File: config.mk
export PLATFORM = sky130hd
export DESIGN_NAME = axi_master_arbiter
export DESIGN_NICKNAME = d
export VERILOG_FILES = /design/src/rtl/axi_master_arbiter.sv
export SDC_FILE = /design/constraint.sdc
export NUM_CORES = 1
export LEC_CHECK = 0
export CORE_AREA = 2 2 169 171
export DETAILED_ROUTE_END_ITERATION = 10
export DIE_AREA = 0 0 171 173
export RECOVER_POWER = 25
export SLEW_MARGIN = 10
export SYNTH_ARGS = -nofsm -noshare
export SYNTH_HDL_FRONTEND = slang
export SYNTH_SLANG_ARGS = --single-unit
File: constraint.sdc
create_clock -name ACLK -period 1.9 [get_ports ACLK]
set_input_delay 0.285 -clock ACLK [delete_from_list [all_inputs] [get_ports ACLK]]
set_output_delay 0.285 -clock ACLK [all_outputs]
set_load 0.02 [all_outputs]
File: src/rtl/axi_master_arbiter.sv
// axi_master_arbiter
//   Two-requester AXI-lite arbiter funnelling M0/M1 onto one downstream
//   AXI-lite master (_S). Reads and writes are arbitrated by two independent
//   FSMs, so one read and one write can be outstanding at the same time.
//   Each side uses a round-robin pointer (rd_last / wr_last) that holds the
//   index of the requester served last.
//
// Ports
//   ACLK, ARESET               clock, synchronous active-high reset
//   *_M0 / *_M1                requester-side AR, R, AW, W, B channels
//   *_S                        shared downstream AR, R, AW, W, B channels
module axi_master_arbiter #(
  parameter int AXI_ADDR_BITS = 32,
  parameter int AXI_DATA_BITS = 32
) (
  input  logic                       ACLK,
  input  logic                       ARESET,
  // requester 0
  input  logic [AXI_ADDR_BITS-1:0]   ARADDR_M0,
  input  logic                       ARVALID_M0,
  output logic                       ARREADY_M0,
  output logic [AXI_DATA_BITS-1:0]   RDATA_M0,
  output logic [1:0]                 RRESP_M0,
  output logic                       RVALID_M0,
  input  logic                       RREADY_M0,
  input  logic [AXI_ADDR_BITS-1:0]   AWADDR_M0,
  input  logic                       AWVALID_M0,
  output logic                       AWREADY_M0,
  input  logic [AXI_DATA_BITS-1:0]   WDATA_M0,
  input  logic [AXI_DATA_BITS/8-1:0] WSTRB_M0,
  input  logic                       WVALID_M0,
  output logic                       WREADY_M0,
  output logic [1:0]                 BRESP_M0,
  output logic                       BVALID_M0,
  input  logic                       BREADY_M0,
  // requester 1
  input  logic [AXI_ADDR_BITS-1:0]   ARADDR_M1,
  input  logic                       ARVALID_M1,
  output logic                       ARREADY_M1,
  output logic [AXI_DATA_BITS-1:0]   RDATA_M1,
  output logic [1:0]                 RRESP_M1,
  output logic                       RVALID_M1,
  input  logic                       RREADY_M1,
  input  logic [AXI_ADDR_BITS-1:0]   AWADDR_M1,
  input  logic                       AWVALID_M1,
  output logic                       AWREADY_M1,
  input  logic [AXI_DATA_BITS-1:0]   WDATA_M1,
  input  logic [AXI_DATA_BITS/8-1:0] WSTRB_M1,
  input  logic                       WVALID_M1,
  output logic                       WREADY_M1,
  output logic [1:0]                 BRESP_M1,
  output logic                       BVALID_M1,
  input  logic                       BREADY_M1,
  // shared downstream master
  output logic [AXI_ADDR_BITS-1:0]   ARADDR_S,
  output logic                       ARVALID_S,
  input  logic                       ARREADY_S,
  input  logic [AXI_DATA_BITS-1:0]   RDATA_S,
  input  logic [1:0]                 RRESP_S,
  input  logic                       RVALID_S,
  output logic                       RREADY_S,
  output logic [AXI_ADDR_BITS-1:0]   AWADDR_S,
  output logic                       AWVALID_S,
  input  logic                       AWREADY_S,
  output logic [AXI_DATA_BITS-1:0]   WDATA_S,
  output logic [AXI_DATA_BITS/8-1:0] WSTRB_S,
  output logic                       WVALID_S,
  input  logic                       WREADY_S,
  input  logic [1:0]                 BRESP_S,
  input  logic                       BVALID_S,
  output logic                       BREADY_S
);
  localparam int STRB_BITS = AXI_DATA_BITS / 8;

  typedef enum logic [1:0] {R_IDLE, R_ADDR, R_DATA} rd_state_t;
  typedef enum logic [1:0] {W_IDLE, W_ADDR, W_RESP} wr_state_t;

  // requester-side signals gathered into arrays indexed by requester
  logic [1:0]                          arvalid_m, rready_m, awvalid_m, wvalid_m, bready_m;
  logic [1:0][AXI_ADDR_BITS-1:0]       araddr_m, awaddr_m;
  logic [1:0][AXI_DATA_BITS-1:0]       wdata_m, rdata_m;
  logic [1:0][STRB_BITS-1:0]           wstrb_m;
  logic [1:0]                          arready_m, rvalid_m, awready_m, wready_m, bvalid_m;
  logic [1:0][1:0]                     rresp_m, bresp_m;

  assign arvalid_m = {ARVALID_M1, ARVALID_M0};
  assign rready_m  = {RREADY_M1, RREADY_M0};
  assign awvalid_m = {AWVALID_M1, AWVALID_M0};
  assign wvalid_m  = {WVALID_M1, WVALID_M0};
  assign bready_m  = {BREADY_M1, BREADY_M0};
  assign araddr_m  = {ARADDR_M1, ARADDR_M0};
  assign awaddr_m  = {AWADDR_M1, AWADDR_M0};
  assign wdata_m   = {WDATA_M1, WDATA_M0};
  assign wstrb_m   = {WSTRB_M1, WSTRB_M0};

  // ---------------- read side ----------------
  rd_state_t                rd_state_reg, rd_state_next;
  logic                     rd_last_reg, rd_last_next;
  logic                     rd_grant_reg, rd_grant_next;
  logic                     arvalid_reg, arvalid_next;
  logic [AXI_ADDR_BITS-1:0] araddr_reg, araddr_next;
  logic                     rd_sel, rd_accept, rd_in_data;

  always_comb begin
    rd_state_next = rd_state_reg;
    rd_last_next  = rd_last_reg;
    rd_grant_next = rd_grant_reg;
    arvalid_next  = arvalid_reg;
    araddr_next   = araddr_reg;
    rd_accept     = 1'b0;
    // on contention serve the requester that was not served last
    rd_sel = (&arvalid_m) ? ~rd_last_reg : arvalid_m[1];
    case (rd_state_reg)
      R_IDLE: begin
        if (|arvalid_m) begin
          rd_accept     = 1'b1;
          rd_grant_next = rd_sel;
          araddr_next   = araddr_m[rd_sel];
          arvalid_next  = 1'b1;
          rd_state_next = R_ADDR;
        end
      end
      R_ADDR: begin
        if (ARREADY_S) begin
          arvalid_next  = 1'b0;
          rd_state_next = R_DATA;
        end
      end
      R_DATA: begin
        if (RVALID_S && rready_m[rd_grant_reg]) begin
          rd_last_next  = rd_grant_reg;
          rd_state_next = R_IDLE;
        end
      end
      default: rd_state_next = R_IDLE;
    endcase
  end

  always_ff @(posedge ACLK) begin
    if (ARESET) begin
      rd_state_reg <= R_IDLE;
      rd_last_reg  <= 1'b1;
      rd_grant_reg <= 1'b0;
      arvalid_reg  <= 1'b0;
      araddr_reg   <= '0;
    end else begin
      rd_state_reg <= rd_state_next;
      rd_last_reg  <= rd_last_next;
      rd_grant_reg <= rd_grant_next;
      arvalid_reg  <= arvalid_next;
      araddr_reg   <= araddr_next;
    end
  end

  // requester-facing outputs are forced low while reset is held
  assign rd_in_data = (rd_state_reg == R_DATA) && !ARESET;
  assign ARVALID_S  = arvalid_reg;
  assign ARADDR_S   = araddr_reg;
  assign RREADY_S   = rd_in_data && rready_m[rd_grant_reg];

  // ---------------- write side ----------------
  wr_state_t                wr_state_reg, wr_state_next;
  logic                     wr_last_reg, wr_last_next;
  logic                     wr_grant_reg, wr_grant_next;
  logic                     awvalid_reg, awvalid_next;
  logic                     wvalid_reg, wvalid_next;
  logic [AXI_ADDR_BITS-1:0] awaddr_reg, awaddr_next;
  logic [AXI_DATA_BITS-1:0] wdata_reg, wdata_next;
  logic [STRB_BITS-1:0]     wstrb_reg, wstrb_next;
  logic [1:0]               wr_elig;
  logic                     wr_sel, wr_accept, wr_in_resp;

  // a write is only taken when address and data arrive together
  assign wr_elig = awvalid_m & wvalid_m;

  always_comb begin
    wr_state_next = wr_state_reg;
    wr_last_next  = wr_last_reg;
    wr_grant_next = wr_grant_reg;
    awvalid_next  = awvalid_reg;
    wvalid_next   = wvalid_reg;
    awaddr_next   = awaddr_reg;
    wdata_next    = wdata_reg;
    wstrb_next    = wstrb_reg;
    wr_accept     = 1'b0;
    wr_sel = (&wr_elig) ? ~wr_last_reg : wr_elig[1];
    case (wr_state_reg)
      W_IDLE: begin
        if (|wr_elig) begin
          wr_accept     = 1'b1;
          wr_grant_next = wr_sel;
          awaddr_next   = awaddr_m[wr_sel];
          wdata_next    = wdata_m[wr_sel];
          wstrb_next    = wstrb_m[wr_sel];
          awvalid_next  = 1'b1;
          wvalid_next   = 1'b1;
          wr_state_next = W_ADDR;
        end
      end
      W_ADDR: begin
        // AW and W complete independently; leave once both are done
        if (awvalid_reg && AWREADY_S) awvalid_next = 1'b0;
        if (wvalid_reg && WREADY_S)   wvalid_next  = 1'b0;
        if ((!awvalid_reg || AWREADY_S) && (!wvalid_reg || WREADY_S))
          wr_state_next = W_RESP;
      end
      W_RESP: begin
        if (BVALID_S && bready_m[wr_grant_reg]) begin
          wr_last_next  = wr_grant_reg;
          wr_state_next = W_IDLE;
        end
      end
      default: wr_state_next = W_IDLE;
    endcase
  end

  always_ff @(posedge ACLK) begin
    if (ARESET) begin
      wr_state_reg <= W_IDLE;
      wr_last_reg  <= 1'b1;
      wr_grant_reg <= 1'b0;
      awvalid_reg  <= 1'b0;
      wvalid_reg   <= 1'b0;
      awaddr_reg   <= '0;
      wdata_reg    <= '0;
      wstrb_reg    <= '0;
    end else begin
      wr_state_reg <= wr_state_next;
      wr_last_reg  <= wr_last_next;
      wr_grant_reg <= wr_grant_next;
      awvalid_reg  <= awvalid_next;
      wvalid_reg   <= wvalid_next;
      awaddr_reg   <= awaddr_next;
      wdata_reg    <= wdata_next;
      wstrb_reg    <= wstrb_next;
    end
  end

  assign wr_in_resp = (wr_state_reg == W_RESP) && !ARESET;
  assign AWVALID_S  = awvalid_reg;
  assign AWADDR_S   = awaddr_reg;
  assign WVALID_S   = wvalid_reg;
  assign WDATA_S    = wdata_reg;
  assign WSTRB_S    = wstrb_reg;
  assign BREADY_S   = wr_in_resp && bready_m[wr_grant_reg];

  // ---------------- per-requester routing ----------------
  for (genvar gi = 0; gi < 2; gi++) begin : g_req
    logic rd_mine, wr_mine;
    assign rd_mine       = rd_in_data && (rd_grant_reg == 1'(gi));
    assign wr_mine       = wr_in_resp && (wr_grant_reg == 1'(gi));
    assign arready_m[gi] = !ARESET && rd_accept && (rd_sel == 1'(gi));
    assign awready_m[gi] = !ARESET && wr_accept && (wr_sel == 1'(gi));
    assign wready_m[gi]  = awready_m[gi];
    assign rvalid_m[gi]  = rd_mine && RVALID_S;
    assign rdata_m[gi]   = rd_mine ? RDATA_S : '0;
    assign rresp_m[gi]   = rd_mine ? RRESP_S : 2'b00;
    assign bvalid_m[gi]  = wr_mine && BVALID_S;
    assign bresp_m[gi]   = wr_mine ? BRESP_S : 2'b00;
  end

  assign ARREADY_M0 = arready_m[0];
  assign ARREADY_M1 = arready_m[1];
  assign RVALID_M0  = rvalid_m[0];
  assign RVALID_M1  = rvalid_m[1];
  assign RDATA_M0   = rdata_m[0];
  assign RDATA_M1   = rdata_m[1];
  assign RRESP_M0   = rresp_m[0];
  assign RRESP_M1   = rresp_m[1];
  assign AWREADY_M0 = awready_m[0];
  assign AWREADY_M1 = awready_m[1];
  assign WREADY_M0  = wready_m[0];
  assign WREADY_M1  = wready_m[1];
  assign BVALID_M0  = bvalid_m[0];
  assign BVALID_M1  = bvalid_m[1];
  assign BRESP_M0   = bresp_m[0];
  assign BRESP_M1   = bresp_m[1];

endmodule

* Word level (Yosys, flattened, before mapping)
Cells that the tools add are included.
** Storage, ports and cells
- Output and inout port bits :: 187
- Logic and storage cells :: 121
- Bits of input ports :: 253
- Register bits :: 111
** Cells by class
- Multiplexer cells :: 40
- Bitwise gates (word level) :: 7
- Equal/unequal tests :: 12
- Reduce and logical (&&, ||, !) cells :: 45
- Magnitude comparators :: 4
** Operators with widths (count)
- $mux W32 :: 8
- $logic_and A1 B1 Y1 :: 23
- $mux W2 :: 10
- $ne A2 B2 Y1 const B :: 8
- $mux W1 :: 15
- $reduce_and A3 Y1 :: 5
- $pmux W2 S3 :: 2
- $reduce_and A2 Y1 :: 6
- $lt A1 B2 Y1 const B :: 4
- $mux W4 :: 2
- $not A1 Y1 :: 6
- $pmux W1 S2 :: 3
- $eq A2 B1 Y1 const B :: 2
- $eq A2 B2 Y1 const B :: 2
- $logic_not A2 Y1 :: 2
- $reduce_bool A2 Y1 :: 2
- $reduce_or A2 Y1 :: 2
- $logic_not A1 Y1 :: 3
- $and A2 B2 Y2 :: 1
- $logic_or A1 B1 Y1 :: 2

* Depth between registers and ports, before layout
- Depth in word-level cells :: 6
- Depth in mapped cells :: 7
- Depth with buffers taken out :: 3

* Worst setup path before layout
Ideal clock, no wire load.
- Path type :: input port to output port
- Start :: in AWVALID_M1
- End :: out WREADY_M1
- Stages :: 6
- Arrival time :: 1828 ps
- Path buffers :: 3
- Slack :: -213 ps
- Data required time :: 1615 ps
- Path through :: a22o_1 -> buf_2 -> buf_2 -> nand2_1 -> nor4_1 -> buf_4
** Between the ends
- Word-level cells in the longest chain between the ends :: 6
- Elaborated cells on any way between the ends :: 8
- Classes of those cells :: mux: 3; bitwise: 1; reduce/logical: 4
** RTL lines
- start: declaration :: RTL line 45 : input logic AWVALID_M1,
- $and A2 B2 Y2 * :: RTL line 174 : assign wr_elig = awvalid_m & wvalid_m;
- $reduce_or A2 Y1 :: RTL line 189 : if (|wr_elig) begin
- $mux W1 :: RTL line 189
- $mux W1 :: RTL line 187 : case (wr_state_reg)
- $logic_and A1 B1 Y1 :: RTL line 253 : assign awready_m[gi] = !ARESET && wr_accept && (wr_sel == 1'(gi));
- $logic_and A1 B1 Y1 * :: RTL line 253
- end: declaration :: RTL line 50 : output logic WREADY_M1,
Every way passes the cells marked *; elsewhere a longest branch is shown, timed or not.

* Worst setup path in the final report
- Start :: reg rd_state_reg[0]
- End :: out RDATA_M1[19]
** Between the ends
- Word-level cells in the longest chain between the ends :: 4
** RTL lines
- start: declaration :: RTL line 97 : rd_state_t rd_state_reg, rd_state_next;
- start signal: assignment :: RTL line 147 : rd_state_reg <= rd_state_next;
- $eq A2 B2 Y1 :: RTL line 156 : assign rd_in_data = (rd_state_reg == R_DATA) && !ARESET;
- $logic_and A1 B1 Y1 :: RTL line 156
- $logic_and A1 B1 Y1 :: RTL line 250 : assign rd_mine = rd_in_data && (rd_grant_reg == 1'(gi));
- $mux W32 :: RTL line 256 : assign rdata_m[gi] = rd_mine ? RDATA_S : '0;
- end: declaration :: RTL line 40 : output logic [AXI_DATA_BITS-1:0] RDATA_M1,
No other way between the ends.

==> summary.txt <==
Run status
  – Outcome: finished, violations left
  – Violated checks: negative setup slack

Power and ir drop
  – Max VDD drop: 0.511 mV
  – Leak: 0.00428 uW
  – Overall Power: 7320 uW
  – Clk pwr share: 0.257
  – Switching share of power: 0.338
  – Internal: 4850 uW
  – Register share of total power: 0.375
  – Gate power share: 0.368
  – Pwr Density: 645 nW/um2
  – Net Switching: 2480 uW

Placement
  – # port buffers: about 440
  – Hpwl dp: 20.9 mm
  – Placed inst area: 10,900 um2
  – GPL Wtd Cong: between 0.8 and 0.9
  – Dpl ws: -0.490 ns

Global routing
  – Total GRT Usage: 0.184
  – Largest net degree at the start of global routing: 69
  – Via count of the first global-routing pass: around 7,000
  – Initial antenna violation count: 0
  – First-pass GRT wire length: 42.6 mm
  – Gr ovfl total: 0

Timing
  – Fmax: between 500 and 600 MHz
  – Worst slew margin: 0.501
  – RSZ-0062 raised after global routing: true
  – Final-report max-slew violation count: 0
  – Clk_skew: 0.0178 ns
  – # setup viols final: 5
  – Hold Vio Cnt, Final: 0
  – Least-Margin Pin Slew: 0.748 ns
  – Fin crit share: 1.01
  – PnR worst setup slack: -0.0101 ns
  – Fin crit period: 1.91 ns

Critical path
  – Critical R2R Launch: wr_state_reg[0]$_SDFFE_PP0P_
  – Crit path top cell by count: buf_6
  – CP Capture Type: output port
  – R2r setup slk: 0.19 ns
  – CP peak stage delay: 0.32 ns
  – Crit path DAT: 1.63 ns
  – R2R cell count: 5
  – Worst Path Required: 1.62 ns
  – Slowest cell on the critical path: dfxtp_2
  – Worst Setup Start Kind: flip-flop
  – Crit Path Class: reg2out
  – Worst Setup SP: rd_state_reg[0]$_SDFFE_PP0P_
  – Crit path max fanout: 9
  – FF-to-FF End: AWADDR_S[14]$_SDFFE_PP0P_
  – CP cell instances: nand2b_4 -> nor3b_4 -> buf_6 -> buf_8 -> and2_1 -> buf_6

Worst hold path
  – Worst Hold End: ARADDR_S[24]$_SDFFE_PP0P_
  – Hold path start: ARESET
  – Worst Hold Depth: 3
  – Worst hold-check path type: in2reg

Floorplan
  – # IOs: 440
  – Die Area: 29,600 um2
  – Cell Rows: roughly 60
  – Height of the die: 173 um
  – Initial core utilization: 0.215
  – Width of the die: 171 um
  – Area of the core: 27,600 um2

Clock tree
  – CTS Root Cell: clkbuf_16
  – Sink Count: 111
  – Worst-path clk slew: 0.08 ns
  – CTS H-Tree Depth: 3
  – Number of buffers created by CTS: 9
  – Worst-skew pair later-pin latency: 0.36 ns
  – TritonCTS clock tree: done
  – Clock tree buffer depth: 2

Logic synthesis
  – YS warnings: 0
  – Most used DFF post-synth: dfxtp_1
  – Syn avg cell area: 8.37 um2
  – Cells after Synth: a little over 700
  – Synth cell types: 35
  – Syn nets: a little under 1,000
  – Seq/Total Area, Yosys: 0.374
  – EDFF count, synth: 0
  – Ys async rst share: 0
  – Post-Syn Area: 5940 um2
  – FF+latch count, synth: between 100 and 150

Final layout
  – Filler cells: roughly 2,800
  – Layout cell share with drive strength beyond 1: 0.192
  – # nets final: 1,382
  – Layout Area Growth over Synthesis: 91.1%
  – N_diodes: 0
  – Area occupied by multi-input gates: around 3500 um2
  – Post-route cell area: 11,400 um2
  – Storage cell area: 2220 um2
  – Utilization after layout: 0.411

Detailed routing
  – Pre-Repair DR Iteration Count: 4
  – Iteration-0 DRC Markers: ~470
  – DRC Markers: 0
  – Via count: 7,258
  – Final ANT Viol Nets: 0
  – DRT Wirelength: 28.8 mm
  – Drt wl/cell: about 19 um
  – Via density: 4.80

Job
  – Max_cap viols: 0
-- worst max-delay path: cells and delay by family (launching register included) --
kind	cells	cell delay [ns]
and+or+nand+nor	3	0.54
buffers and inverters	3	0.41
DFF	1	0.32
-- stage by stage --
step	setup TNS (ns)	hold WS [ns]	cells
2_1_floorplan	0	0.397	710
3_3_place_gp	-36.60	0.479	1488
3_5_place_dp	-39.83	0.474	1488
4_1_cts	-2.42	0.304	1511
5_1_grt	-1.81	0.334	1511
6_report	-0.0268	0.332	1511
-- power by group through the flow --
stage	logic (uW)	registers, uW	clock network, uW
detailed placement	2710	2800	0
finish	2700	2750	1880
CTS	2720	2750	1950
global placement	2700	2790	0
global route	2880	2780	2020
floorplan	934	3100	0
-- how the worst max path moves through the flow --
stage                   endpoint  slack (ns)  cells past startpoint
detailed placement    AWREADY_M1       -0.49                      5
global placement       WREADY_M1       -0.46                      5
CTS                   AWREADY_M1       -0.12                      5
global route         RDATA_M1[8]       -0.09                      6
floorplan              WREADY_M1        0.06                      6
finish              RDATA_M1[19]       -0.01                      6
-- timing repair --
item	CTS	global route
pin swaps	3	10
setup buffers	6	0
hold buffers	0	0
setup endpoints to repair	136	151
gates resized for setup	371	111
cloned	3	1
-- cell families after synthesis --
kind of cell | after synthesis | synth area share
buffers and inverters | 94 | 0.0691
AO/OA/AOI/OAI | 285 | 0.323
multiplexers | 36 | 0.0606
AND/OR/NAND/NOR | 184 | 0.173
flip-flops | 111 | 0.374
-- area by class of cell --
type                       instances  share of cell area
tap                              378              0.0417
clock inverter                     5             0.00386
timing repair buffer             497               0.431
multi-input combinational        505               0.306
inverter                           5             0.00165
clock buffer                      10              0.0202
sequential                       111               0.196
-- cells in the final DEF, fill, tap and decap left out, types with 20 or more instances in the layout --
cell	instances
and2_4	25
a211oi_1	32
o21ai_0	70
a21oi_1	105
dfxtp_1	109
dlygate4sd3_1	31
a311oi_2	20
clkdlybuf4s50_1	319
mux2i_1	36
buf_6	59
buf_4	56
a311oi_1	48
nand3_1	69
and2_1	45
-- Yosys cell counts, drive strengths merged, types with 3 or more instances --
| cell | number | area [um2] |
|---|---|---|
| nor3 | 4 | 20.0 |
| nor2 | 10 | 40.0 |
| nor2b | 5 | 31.3 |
| a21oi | 105 | 526 |
| a211oi | 33 | 248 |
| nand2 | 7 | 26.3 |
| and3 | 6 | 37.5 |
| clkbuf | 68 | 256 |
| nor4 | 3 | 18.8 |
| o21ai | 70 | 350 |
| inv | 5 | 18.8 |
| buf | 21 | 135 |
| dfxtp | 111 | 2220 |
| mux2i | 36 | 360 |
| a311oi | 68 | 721 |
| nand3 | 70 | 350 |
| and2 | 72 | 450 |
-- layer usage --
layer | GRT usage | share of wire | vias up
li1 | - | - | 3492
met1 | 0.237 | 0.43 | 3474
met2 | 0.320 | 0.50 | 270
met3 | 0.0318 | 0.059 | 22
met4 | 0.0413 | 0.013 | 0
met5 | 0 | 0 | -
No activity file was read; power rests on OpenSTA's default activity.
